==> config.mk <==
export PLATFORM = sky130hd
export DESIGN_NAME = dmem_arbiter
export DESIGN_NICKNAME = d
export VERILOG_FILES = /design/src/rtl/dmem_arbiter.sv
export SDC_FILE = /design/constraint.sdc
export NUM_CORES = 1
export LEC_CHECK = 0
export ABC_CLOCK_PERIOD_IN_PS = 2700
export BUFFER_PORTS_ARGS = -buffer_cell sky130_fd_sc_hd__buf_2
export CORE_MARGIN = 2
export CORE_UTILIZATION = 30
export DETAILED_ROUTE_END_ITERATION = 10
export PLACE_DENSITY = 0.58
export SLEW_MARGIN = 20
export SYNTH_ARGS = -nofsm -noshare
export SYNTH_HDL_FRONTEND = slang
export SYNTH_SLANG_ARGS = --single-unit
==> constraint.sdc <==
create_clock -name clock -period 2.7 [get_ports clock]
set_input_delay 0.27 -clock clock [delete_from_list [all_inputs] [get_ports clock]]
set_output_delay 0.27 -clock clock [all_outputs]
set_load 0.05 [all_outputs]
==> src/rtl/dmem_arbiter.sv <==
// dmem_arbiter: two-port round-robin arbiter in front of a single-ported
// 16-bit data memory. Port 0 is the CPU data port, port 1 the loader/debug
// port. Each granted transaction occupies one GRANT cycle on the memory bus
// and is completed by a one-cycle ack pulse on the owning port.
module dmem_arbiter (
  input  logic        clock,
  input  logic        reset_n,
  input  logic        req0,
  input  logic        req1,
  input  logic        we0,
  input  logic        we1,
  input  logic [15:0] addr0,
  input  logic [15:0] addr1,
  input  logic [15:0] wdata0,
  input  logic [15:0] wdata1,
  output logic        ack0,
  output logic        ack1,
  output logic [15:0] rdata0,
  output logic [15:0] rdata1,
  output logic        mem_read,
  output logic        mem_write_en,
  output logic [15:0] mem_access_addr,
  output logic [15:0] mem_write_data,
  input  logic [15:0] mem_read_data,
  output logic        busy
);

  typedef enum logic [1:0] {
    ST_IDLE   = 2'd0,
    ST_GRANT0 = 2'd1,
    ST_GRANT1 = 2'd2
  } state_t;

  state_t      state_q;
  state_t      state_d;
  logic        last_grant_q;
  logic        we_q;
  logic [15:0] addr_q;
  logic [15:0] wdata_q;
  logic        ack0_q;
  logic        ack1_q;
  logic [15:0] rdata0_q;
  logic [15:0] rdata1_q;
  logic        mem_read_q;
  logic        mem_write_en_q;
  logic [15:0] mem_addr_q;
  logic [15:0] mem_wdata_q;
  logic        busy_q;

  // Selection signals (combinational, consumed only in IDLE)
  logic        elig0_s;
  logic        elig1_s;
  logic        sel_valid_s;
  logic        sel_port_s;
  logic        sel_we_s;
  logic [15:0] sel_addr_s;
  logic [15:0] sel_wdata_s;

  // Eligibility, round-robin choice and next state; a port in its own ack
  // cycle is not eligible, which also enforces the 3-cycle per-port spacing.
  always_comb begin
    elig0_s     = req0 & ~ack0_q;
    elig1_s     = req1 & ~ack1_q;
    sel_valid_s = 1'b0;
    sel_port_s  = 1'b0;
    state_d     = state_q;
    case (state_q)
      ST_IDLE: begin
        if (elig0_s && elig1_s) begin
          sel_valid_s = 1'b1;
          sel_port_s  = ~last_grant_q;
        end else if (elig0_s) begin
          sel_valid_s = 1'b1;
          sel_port_s  = 1'b0;
        end else if (elig1_s) begin
          sel_valid_s = 1'b1;
          sel_port_s  = 1'b1;
        end else begin
          sel_valid_s = 1'b0;
          sel_port_s  = 1'b0;
        end
        if (sel_valid_s) begin
          state_d = sel_port_s ? ST_GRANT1 : ST_GRANT0;
        end else begin
          state_d = ST_IDLE;
        end
      end
      ST_GRANT0: state_d = ST_IDLE;
      ST_GRANT1: state_d = ST_IDLE;
      default:   state_d = ST_IDLE;
    endcase
    sel_we_s    = sel_port_s ? we1    : we0;
    sel_addr_s  = sel_port_s ? addr1  : addr0;
    sel_wdata_s = sel_port_s ? wdata1 : wdata0;
  end

  // Arbiter FSM with registered memory-side and requester-side outputs
  always_ff @(posedge clock or negedge reset_n) begin
    if (!reset_n) begin
      state_q        <= ST_IDLE;
      last_grant_q   <= 1'b1;
      we_q           <= 1'b0;
      addr_q         <= 16'h0000;
      wdata_q        <= 16'h0000;
      ack0_q         <= 1'b0;
      ack1_q         <= 1'b0;
      rdata0_q       <= 16'h0000;
      rdata1_q       <= 16'h0000;
      mem_read_q     <= 1'b0;
      mem_write_en_q <= 1'b0;
      mem_addr_q     <= 16'h0000;
      mem_wdata_q    <= 16'h0000;
      busy_q         <= 1'b0;
    end else begin
      state_q        <= state_d;
      ack0_q         <= 1'b0;
      ack1_q         <= 1'b0;
      mem_read_q     <= 1'b0;
      mem_write_en_q <= 1'b0;
      mem_addr_q     <= 16'h0000;
      mem_wdata_q    <= 16'h0000;
      busy_q         <= 1'b0;
      case (state_q)
        ST_IDLE: begin
          if (sel_valid_s) begin
            we_q           <= sel_we_s;
            addr_q         <= sel_addr_s;
            wdata_q        <= sel_wdata_s;
            last_grant_q   <= sel_port_s;
            mem_read_q     <= ~sel_we_s;
            mem_write_en_q <= sel_we_s;
            mem_addr_q     <= sel_addr_s;
            mem_wdata_q    <= sel_wdata_s;
            busy_q         <= 1'b1;
          end
        end
        ST_GRANT0: begin
          ack0_q <= 1'b1;
          if (!we_q) begin
            rdata0_q <= mem_read_data;
          end
        end
        ST_GRANT1: begin
          ack1_q <= 1'b1;
          if (!we_q) begin
            rdata1_q <= mem_read_data;
          end
        end
        default: begin
          ack0_q <= 1'b0;
          ack1_q <= 1'b0;
        end
      endcase
    end
  end

  assign ack0            = ack0_q;
  assign ack1            = ack1_q;
  assign rdata0          = rdata0_q;
  assign rdata1          = rdata1_q;
  assign mem_read        = mem_read_q;
  assign mem_write_en    = mem_write_en_q;
  assign mem_access_addr = mem_addr_q;
  assign mem_write_data  = mem_wdata_q;
  assign busy            = busy_q;

endmodule

### Word-level counts from Yosys, hierarchy flattened

Cells that the tools add are included.

| cells by class | value |
|---|---|
| equality and inequality tests | 2 |
| mux-type cells | 27 |
| bitwise logic cells | 7 |
| reduce and logical (&&, ||, !) cells | 5 |

Operator list:

| kind | count |
|---|---|
| 16-bit 2-to-1 mux | 6 |
| 1-bit 2-to-1 mux | 18 |
| 2-bit 2-to-1 mux | 3 |
| 2-bit AND reduction | 3 |
| 1-bit inverter | 5 |
| 1-bit bitwise AND | 2 |
| 2-bit by 1-bit equality test with 1-bit output, second input constant | 1 |
| 2-bit equality test, second input constant | 1 |
| 2-bit zero test | 1 |
| 1-bit logical AND | 1 |

| storage, ports and cells | value |
|---|---|
| flip-flop bits (word level) | 73 |
| bits of input ports | 86 |
| output and inout port bits | 69 |
| word-level logic and storage cells | 53 |

### Longest topological paths before layout

Gate-level depths: netlist (run 1).

| logic depth | value |
|---|---|
| depth in word-level cells | 11 |
| mapped depth | 5 |
| mapped depth without buffers | 4 |

### Worst setup path after synthesis (run 1)

No wires, ideal clock.

| timing | value |
|---|---|
| path kind | register to register |
| start | register ack1_q, in the netlist ack1 |
| end | register mem_addr_q[0], in the netlist mem_access_addr[0] |
| setup time | 0.124 ns |
| arrival time | 1.628 ns |
| data required time | 2.576 ns |
| path slack | 0.949 ns |
| cell stages (with the launch flop) | 6 |
| path buffers | 2 |
| period minus slack after synthesis | 1.751 ns |
| cell sequence | dfrtp_1 > or4b_1 > buf_2 > buf_6 > o21ai_1 > a21oi_1 |

| on the way | value |
|---|---|
| cells in the longest elaborated chain, start to end | 10 |
| elaborated cells on any way between the ends | 15 |
| classes of those cells | mux (12); bitwise (2); reduce/logical (1) |

Ends and longest elaborated chain:

| item | line | text |
|---|---|---|
| start, declared | 41 | `logic ack1_q;` |
| start signal, assigned | 106 | `ack1_q <= 1'b0;` |
| start signal, assigned | 117 | `ack1_q <= 1'b0;` |
| start signal, assigned | 144 | `ack1_q <= 1'b1;` |
| 1-bit inverter * | 63 | `elig1_s = req1 & ~ack1_q;` |
| 1-bit bitwise AND * | 63 |  |
| 1-bit 2-to-1 mux | 75 | `end else if (elig1_s) begin` |
| 1-bit 2-to-1 mux | 72 | `end else if (elig0_s) begin` |
| 1-bit 2-to-1 mux | 69 | `if (elig0_s && elig1_s) begin` |
| 1-bit 2-to-1 mux (2 in series) | 67 | `case (state_q)` |
| 16-bit 2-to-1 mux | 93 | `sel_addr_s = sel_port_s ? addr1 : addr0;` |
| 16-bit 2-to-1 mux * | 125 | `if (sel_valid_s) begin` |
| 16-bit 2-to-1 mux * | 123 | `case (state_q)` |
| end signal, assigned | 132 | `mem_addr_q <= sel_addr_s;` |
| end, declared | 46 | `logic [15:0] mem_addr_q;` |

Mark *: on every way between the ends. The rest lies on a longest branch, timed or not. The select of a mux whose other input is x is not followed.
A chain may end at the register's enable or synchronous reset.

### Final worst setup path (run 1)

| timing | value |
|---|---|
| start | register ack1_q, in the netlist ack1 |
| end | register mem_wdata_q[15], in the netlist mem_write_data[15] |

| on the way | value |
|---|---|
| cells in the longest elaborated chain, start to end | 10 |
| elaborated cells on any way between the ends | 15 |
| classes of those cells | mux (12); bitwise (2); reduce/logical (1) |

Ends and longest elaborated chain:

| item | line | text |
|---|---|---|
| 1-bit inverter * | 63 |  |
| 1-bit bitwise AND * | 63 |  |
| 1-bit 2-to-1 mux | 75 |  |
| 1-bit 2-to-1 mux | 72 |  |
| 1-bit 2-to-1 mux | 69 |  |
| 1-bit 2-to-1 mux (2 in series) | 67 |  |
| 16-bit 2-to-1 mux | 94 | `sel_wdata_s = sel_port_s ? wdata1 : wdata0;` |
| 16-bit 2-to-1 mux * | 125 |  |
| 16-bit 2-to-1 mux * | 123 |  |
| end signal, assigned | 133 | `mem_wdata_q <= sel_wdata_s;` |
| end, declared | 47 | `logic [15:0] mem_wdata_q;` |

Marks and branches as above.

==> reports/results.tsv, run 1 <==
stage	metric	value	unit
power_and_ir_drop	power_density	1540	nW/µm²
synth	ys_types	28	
cts	cts_tree	yes	
floorplanning	initial_core_util	30.8	%
setup_path	r2r_slack	1.02	ns
routing	firstDrtPassIters	5	
sta	min_period	1.68	ns
synth	synth_most_common_cell	dfrtp_1	
synth	ys_seq_area_share	61.0	%
grt	grt_remaining_overflow	0	
sta	finalCritPeriodShare	62.2	%
grt	grt_max_degree	74	
setup_path	cp_slowest_cell	or4b_1	
setup_path	path_cells	or4b_1 > buf_4 > o21ai_0 > a21oi_1	
synth	synth_top_area_share	60.2	%
sta	setup_viol	0	
grt	grtUsageTotal	15.3	%
sta	clock-skew-final	0.0112	ns
sta	relSlewSlack	38.5	%
floorplanning	coreArea	9730	µm²
setup_path	worstReg2RegStart	ack1$_DFF_PN0_	
setup_path	r2r_cells	4	
cells_and_area	drive_gt1_share	51.9	%
grt	grt.met2_usage	23.6	%
cts	cts_root_buf	clkbuf_8	
cells_and_area	fillers	986	
sta	max_freq	595	MHz
cells_and_area	areaGrowthSynthToFinish	35.8	%
setup_path	start_kind	register	
floorplanning	die_y	104	µm
sta	tns	0	ns
synth	synth_nets	333	
synth	ys_ff_latch	73	
routing	wl	7880	µm
routing	ant_nets	0	
sta	rsz0062_at_grt	no	
setup_path	crit_buf_inv	1	
synth	synth_area_leaders	dfrtp_1 60%, mux2_2 8.6%, a21oi_1 5.5%	
floorplanning	io_pins	155	
cells_and_area	antennaDiodeCount	0	
power_and_ir_drop	vdd_ir_drop_max	0.599	mV
synth	synth-main-ff-cell	dfrtp_1	
cts	numCtsBuffers	9	
floorplanning	die-area	10800	µm²
setup_path	worst_ep_arrival_time	1.87	ns
setup_path	cp_max_fo	34	
synth	syn_inst	247	
routing	drtIter0Drc	99	
min_path	hold_class	primary input to asynchronous set/reset pin	
setup_path	crit_path_end_kind	register	
cts	cts_resized	0	
cts	cts_buffer_depth	2	
grt	busiest_layer	met2	
routing	wl_per_cell	14.7	µm
place	dp_hpwl	5480	µm
setup_path	crit_family	simple AND/OR/NAND/NOR gates	
synth	synth.largest_area_cell	dfrtp_1	
routing	viasPerCell	4.66	
sta	worst_pin_slew	0.922	ns
place	gp_congestion	0.748	
synth	yosysWarnings	0	
grt	grt_pass1_wl	12900	µm
cts	hold_buffers	0	
setup_path	endpoint	mem_write_data[15]$_DFF_PN0_	
sta	finalHoldViolCount	0	
setup_path	slowest_delay	0.53	ns
cts	clkTransAtPathRegs	0.09	ns
synth	ys_top_cells_by_count	72 x dfrtp_1, 33 x a21oi_1, 33 x nand3_1, 26 x o21ai_1, 23 x mux2_2	
setup_path	cp.required	2.89	ns
place	placed_area	3850	µm²
synth	ys_async_sr_fraction	100	%
cells_and_area	seqCellArea	1830	µm²
cts	postCtsSetupBuffers	0	
status	status	complete, no violations	
cts	insertion_delay	0.34	ns
grt	grt_pass1_vias	2535	
sta	drv_slew	0	
floorplanning	row_count	36	
cts	htree_levels	3	
cells_and_area	multi_input_area	1030	µm²
routing	vias	2491	
routing	drc	0	
grt	antenna_found_initial	0	
synth	syn_area_per_cell	12.1	µm²
setup_path	reg2reg_to	mem_write_data[15]$_DFF_PN0_	
floorplanning	die_w	104	µm
synth	synth_edf_count	0	
cells_and_area	final_area	4070	µm²
synth	syn_area	3000	µm²
setup_path	path_class	register to register	
place	io_buffers	154	
cells_and_area	finish.net_count	483	
run	cap_violations	0	
grt	use_met1	19.6	%
setup_path	crit_start	ack1$_DFF_PN0_	
setup_path	cp.depth	4	
power_and_ir_drop	cellLeakagePower	2.04	nW
cts	cts_sinks	73	
grt	use_met3	6.14	%
[where the power goes]
part / switching (mW) / internal (mW) / leakage, nW
logic: 2.65 / 0.853 / 1.02
clock network: 0.423 / 0.520 / 0.102
registers: 0.209 / 1.61 / 0.918
[worst min-delay path by stage]
| stage | from | endpoint | cells past startpoint |
|---|---|---|---|
| 4_1_cts | reset_n | rdata1[6]$_DFFE_PN0P_ | 1 |
| 3_5_place_dp | rdata1[14]$_DFFE_PN0P_ | rdata1[14]$_DFFE_PN0P_ | 1 |
| 5_1_grt | reset_n | rdata1[6]$_DFFE_PN0P_ | 1 |
| 2_1_floorplan | reset_n | ack0$_DFF_PN0_ | 0 |
| 6_report | reset_n | rdata1[6]$_DFFE_PN0P_ | 1 |
| 3_3_place_gp | reset_n | rdata1[9]$_DFFE_PN0P_ | 1 |
[metal layers]
metal | vias up | part of all wire [%]
li1 | 1177 | -
met1 | 1195 | 45
met2 | 108 | 46
met3 | 11 | 7.2
met4 | 0 | 1.8
met5 | - | 0
[cells in the final DEF, fill, tap and decap left out]
cell type   count
a21o_1          1
a21o_2          1
a21oi_1        33
a221oi_1        1
a2bb2oi_1       1
and2_1          1
and3b_1         2
buf_2         153
buf_4           8
bufinv_16       2
clkbuf_8        9
clkinv_4        1
clkinvlp_4      2
dfrtp_1        72
dfstp_2         1
inv_1           1
inv_6           1
mux2_1          9
mux2_2         23
nand2b_1        2
nand3_1        33
nand3b_1        1
nor2_1          3
nor2b_1         4
nor4b_4         1
o21ai_0         2
o21ai_1        26
o21ai_2         5
or2_2           1
or4b_1          1
[worst reg2reg max path: cells and delay by family (launching register included)]
family	cells	cell delay [ns]
and+or+nand+nor	1	0.53
DFF	1	0.44
AOI/OAI and AO/OA	2	0.30
buffers and inverters	1	0.26
[state kept, by name, summed over array words and instances (netlist names), 2 cells and up]
signal / cells
rdata1: 16
state_q: 2
rdata0: 16
mem_access_addr: 16
mem_write_data: 16
[final cells by class]
| cell class | instances | share of cell area (%) |
|---|---|---|
| repair buffers | 161 | 20.3 |
| clock inverters | 6 | 2.28 |
| clock buffers | 9 | 3.04 |
| well taps | 133 | 4.09 |
| multi-input cells | 151 | 25.3 |
| flip-flops and latches | 73 | 44.9 |
| inverters | 1 | 0.0923 |
[cell families (layout without fill, tap and decap cells)]
| group | count (synthesis) | count (layout) | share of synthesized area, % |
|---|---|---|---|
| simple gates | 49 | 49 | 9.52 |
| flops | 73 | 73 | 61.0 |
| buf+inv | 23 | 177 | 4.68 |
| mux | 32 | 32 | 12.0 |
| compound gates | 70 | 70 | 12.7 |
[per-stage QoR]
stage               instances  utilization [%]  setup slack [ns]  total power, mW  hold slack (ns)
CTS                       534             41.8             0.985             6.35           0.0887
global route              534             41.8             0.876             6.63            0.111
finish                    534             41.8              1.02             6.27           0.0532
global placement          519             39.6             0.734             5.35            0.461
detailed placement        519             39.6              1.03             5.39            0.469
floorplan                 247                -             0.949             4.56          -0.0256
Power figures use the tool's default switching activity.
==> run 2: changes to the inputs <==
--- a/config.mk
+++ b/config.mk
@@ -5,7 +5,7 @@
 export SDC_FILE = /design/constraint.sdc
 export NUM_CORES = 1
 export LEC_CHECK = 0
-export ABC_CLOCK_PERIOD_IN_PS = 2700
+export ABC_CLOCK_PERIOD_IN_PS = 1550
 export BUFFER_PORTS_ARGS = -buffer_cell sky130_fd_sc_hd__buf_2
 export CORE_MARGIN = 2
 export CORE_UTILIZATION = 30
==> constraint.sdc (replaced) <==
create_clock -name clock -period 1.55 [get_ports clock]
set_input_delay 0.155 -clock clock [delete_from_list [all_inputs] [get_ports clock]]
set_output_delay 0.155 -clock clock [all_outputs]
set_load 0.05 [all_outputs]
==> run 2 against run 1 <==
Compared with the run above: utilization up 2.1 points; final cell count up 2.2%; setup slack worse by 0.99 ns; critical path type unchanged.
==> reports/results.tsv, run 2 (same netlist as run 1, synthesis figures left out) <==
stage	metric	value	unit
status	status	complete, no violations	
floorplanning	die-area	10800	µm²
setup_path	cp_slowest_cell	or4b_4	
min_path	hold_end	rdata0[2]$_DFFE_PN0P_	
floorplanning	coreArea	9730	µm²
cts	cts_root_buf	clkbuf_8	
routing	drtIter0Drc	60	
cts	numCtsBuffers	9	
sta	drv_slew	0	
routing	ant_nets	0	
routing	drc	0	
routing	wl_per_cell	14.6	µm
power_and_ir_drop	p_int	5.63	mW
routing	wl	7980	µm
cts	clkTransAtPathRegs	0.07	ns
sta	clock-skew-final	0.0117	ns
power_and_ir_drop	vdd_ir_drop_max	1.02	mV
cells_and_area	finish.net_count	494	
routing	firstDrtPassIters	4	
grt	antenna_found_initial	0	
setup_path	start_kind	register	
power_and_ir_drop	power_density	2660	nW/µm²
cells_and_area	antennaDiodeCount	0	
setup_path	cp.required	1.76	ns
sta	max_freq	659	MHz
cells_and_area	final_util	43.9	%
cells_and_area	final_common_cell	buf_2	
cts	cts_sinks	73	
run	cap_violations	0	
sta	holdWs	0.0407	ns
setup_path	worst_ep_arrival_time	1.73	ns
cts	insertion_delay	0.35	ns
sta	worst_pin_slew	0.340	ns
power_and_ir_drop	power.switching	5.76	mW
sta	tns	0	ns
routing	vias	2492	
cts	cts_buffer_depth	2	
place	io_buffers	154	
floorplanning	die_y	104	µm
sta	rsz0062_at_grt	yes	
cells_and_area	final_cell_mix	153 x buf_2, 71 x dfrtp_1, 33 x nand3_1, 33 x a21oi_1, 26 x o21ai_1	
cells_and_area	drive_gt1_share	53.8	%
setup_path	worstReg2RegStart	ack1$_DFF_PN0_	
setup_path	r2r_slack	0.03	ns
sta	finalHoldViolCount	0	
floorplanning	die_w	104	µm
setup_path	cp_max_fo	17	
power_and_ir_drop	clock_power_share	15.8	%
setup_path	path_class	register to register	
grt	grt_max_degree	37	
sta	min_period	1.52	ns
grt	grt_pass1_vias	2533	
power_and_ir_drop	total_power	11.4	mW
min_path	worstHoldPathCells	2	
cts	cts_tree	yes	
sta	relSlewSlack	77.3	%
floorplanning	io_pins	155	
min_path	min_from	mem_read_data[2]	
sta	finalCritPeriodShare	97.9	%
power_and_ir_drop	combPwrFrac	56.3	%
setup_path	slowest_delay	0.57	ns
routing	viasPerCell	4.56	
setup_path	crit_path_end_kind	register	
setup_path	path_cells	or4b_4 > buf_8 > o21ai_4 > a2bb2oi_1	
sta	setup_viol	0	
min_path	hold_class	primary input to register	
floorplanning	initial_core_util	30.8	%
power_and_ir_drop	cellLeakagePower	2.14	nW
place	dp_hpwl	5800	µm
grt	grt_pass1_wl	13000	µm
floorplanning	row_count	36	
power_and_ir_drop	swShare	50.5	%
place	gp_congestion	0.734	
setup_path	reg2reg_to	we_q$_DFFE_PN0P_	
setup_path	r2r_cells	4	
power_and_ir_drop	seq_power_share	27.9	%
grt	grtUsageTotal	15.4	%
cells_and_area	areaGrowthSynthToFinish	42.7	%
grt	grt_remaining_overflow	0	
cts	htree_levels	3	
-- run 2: changes by cell type in the layout (fill, tap and decap cells not counted), sizes merged --
cell         delta
bufinv          +1
clkinvlp        -1
buf            +10
dlygate4sd3     +1
clkbuf          +1
-- run 2: layout make-up --
type / count / area, µm²
well taps: 133 / 166
flip-flops and latches: 73 / 1830
inverters: 1 / 3.75
multi-input cells: 151 / 1050
clock buffers: 10 / 128
clock inverters: 6 / 115
fillers: 971 / 5460
repair buffers: 172 / 980
-- run 2: critical path, delay by kind of cell (launching register included) --
family,cells,cell delay [ns]
AOI/OAI and AO/OA,2,0.22
buffers and inverters,1,0.18
DFF,1,0.41
and+or+nand+nor,1,0.57
-- run 2: worst max path at each step --
stage | cells past startpoint | start | end
after floorplan | 5 | ack1$_DFF_PN0_ | mem_access_addr[0]$_DFF_PN0_
after global placement | 4 | state_q[1]$_DFF_PN0_ | rdata1[9]$_DFFE_PN0P_
after detailed placement | 4 | state_q[1]$_DFF_PN0_ | rdata1[9]$_DFFE_PN0P_
after CTS | 4 | state_q[0]$_DFF_PN0_ | mem_access_addr[15]$_DFF_PN0_
after global routing | 4 | state_q[1]$_DFF_PN0_ | rdata1[6]$_DFFE_PN0P_
final | 4 | ack1$_DFF_PN0_ | we_q$_DFFE_PN0P_
-- run 2: per-layer routing --
| layer | wire length [µm] | vias up | share of wire (%) | track usage (%) |
|---|---|---|---|---|
| met5 | 0 | - | 0 | 0 |
| met4 | 102 | 0 | 1.3 | 5.21 |
| met3 | 545 | 8 | 6.8 | 5.08 |
| met2 | 3820 | 103 | 48 | 24.8 |
| met1 | 3510 | 1183 | 44 | 19.5 |
| li1 | - | 1198 | - | - |
-- run 2: per-stage QoR --
step | area (µm²) | worst slack (ns) | instances
after CTS | 4240 | -0.0127 | 546
after global placement | 3980 | -0.0255 | 529
final | 4270 | 0.0318 | 546
after floorplan | 3000 | -0.0458 | 247
after detailed placement | 3980 | -0.00737 | 529
after global routing | 4270 | -0.0299 | 546
-- run 2: power by group through the flow --
stage	clock network, mW	logic, mW	registers (mW)
2_1_floorplan	0	1.70	6.27
3_3_place_gp	0	6.35	3.19
3_5_place_dp	0	6.40	3.21
4_1_cts	1.86	6.43	3.18
5_1_grt	1.94	6.78	3.30
6_report	1.80	6.41	3.18
-- run 2: repair_timing --
item | 4_1_cts | 5_1_grt
endpoints found under the hold margin | 54 | 0
gates resized for setup | 2 | 10
buffers inserted | 0 | 0
hold buffers | 1 | 0
pin swaps | 0 | 1
endpoints found under the setup margin | 15 | 52
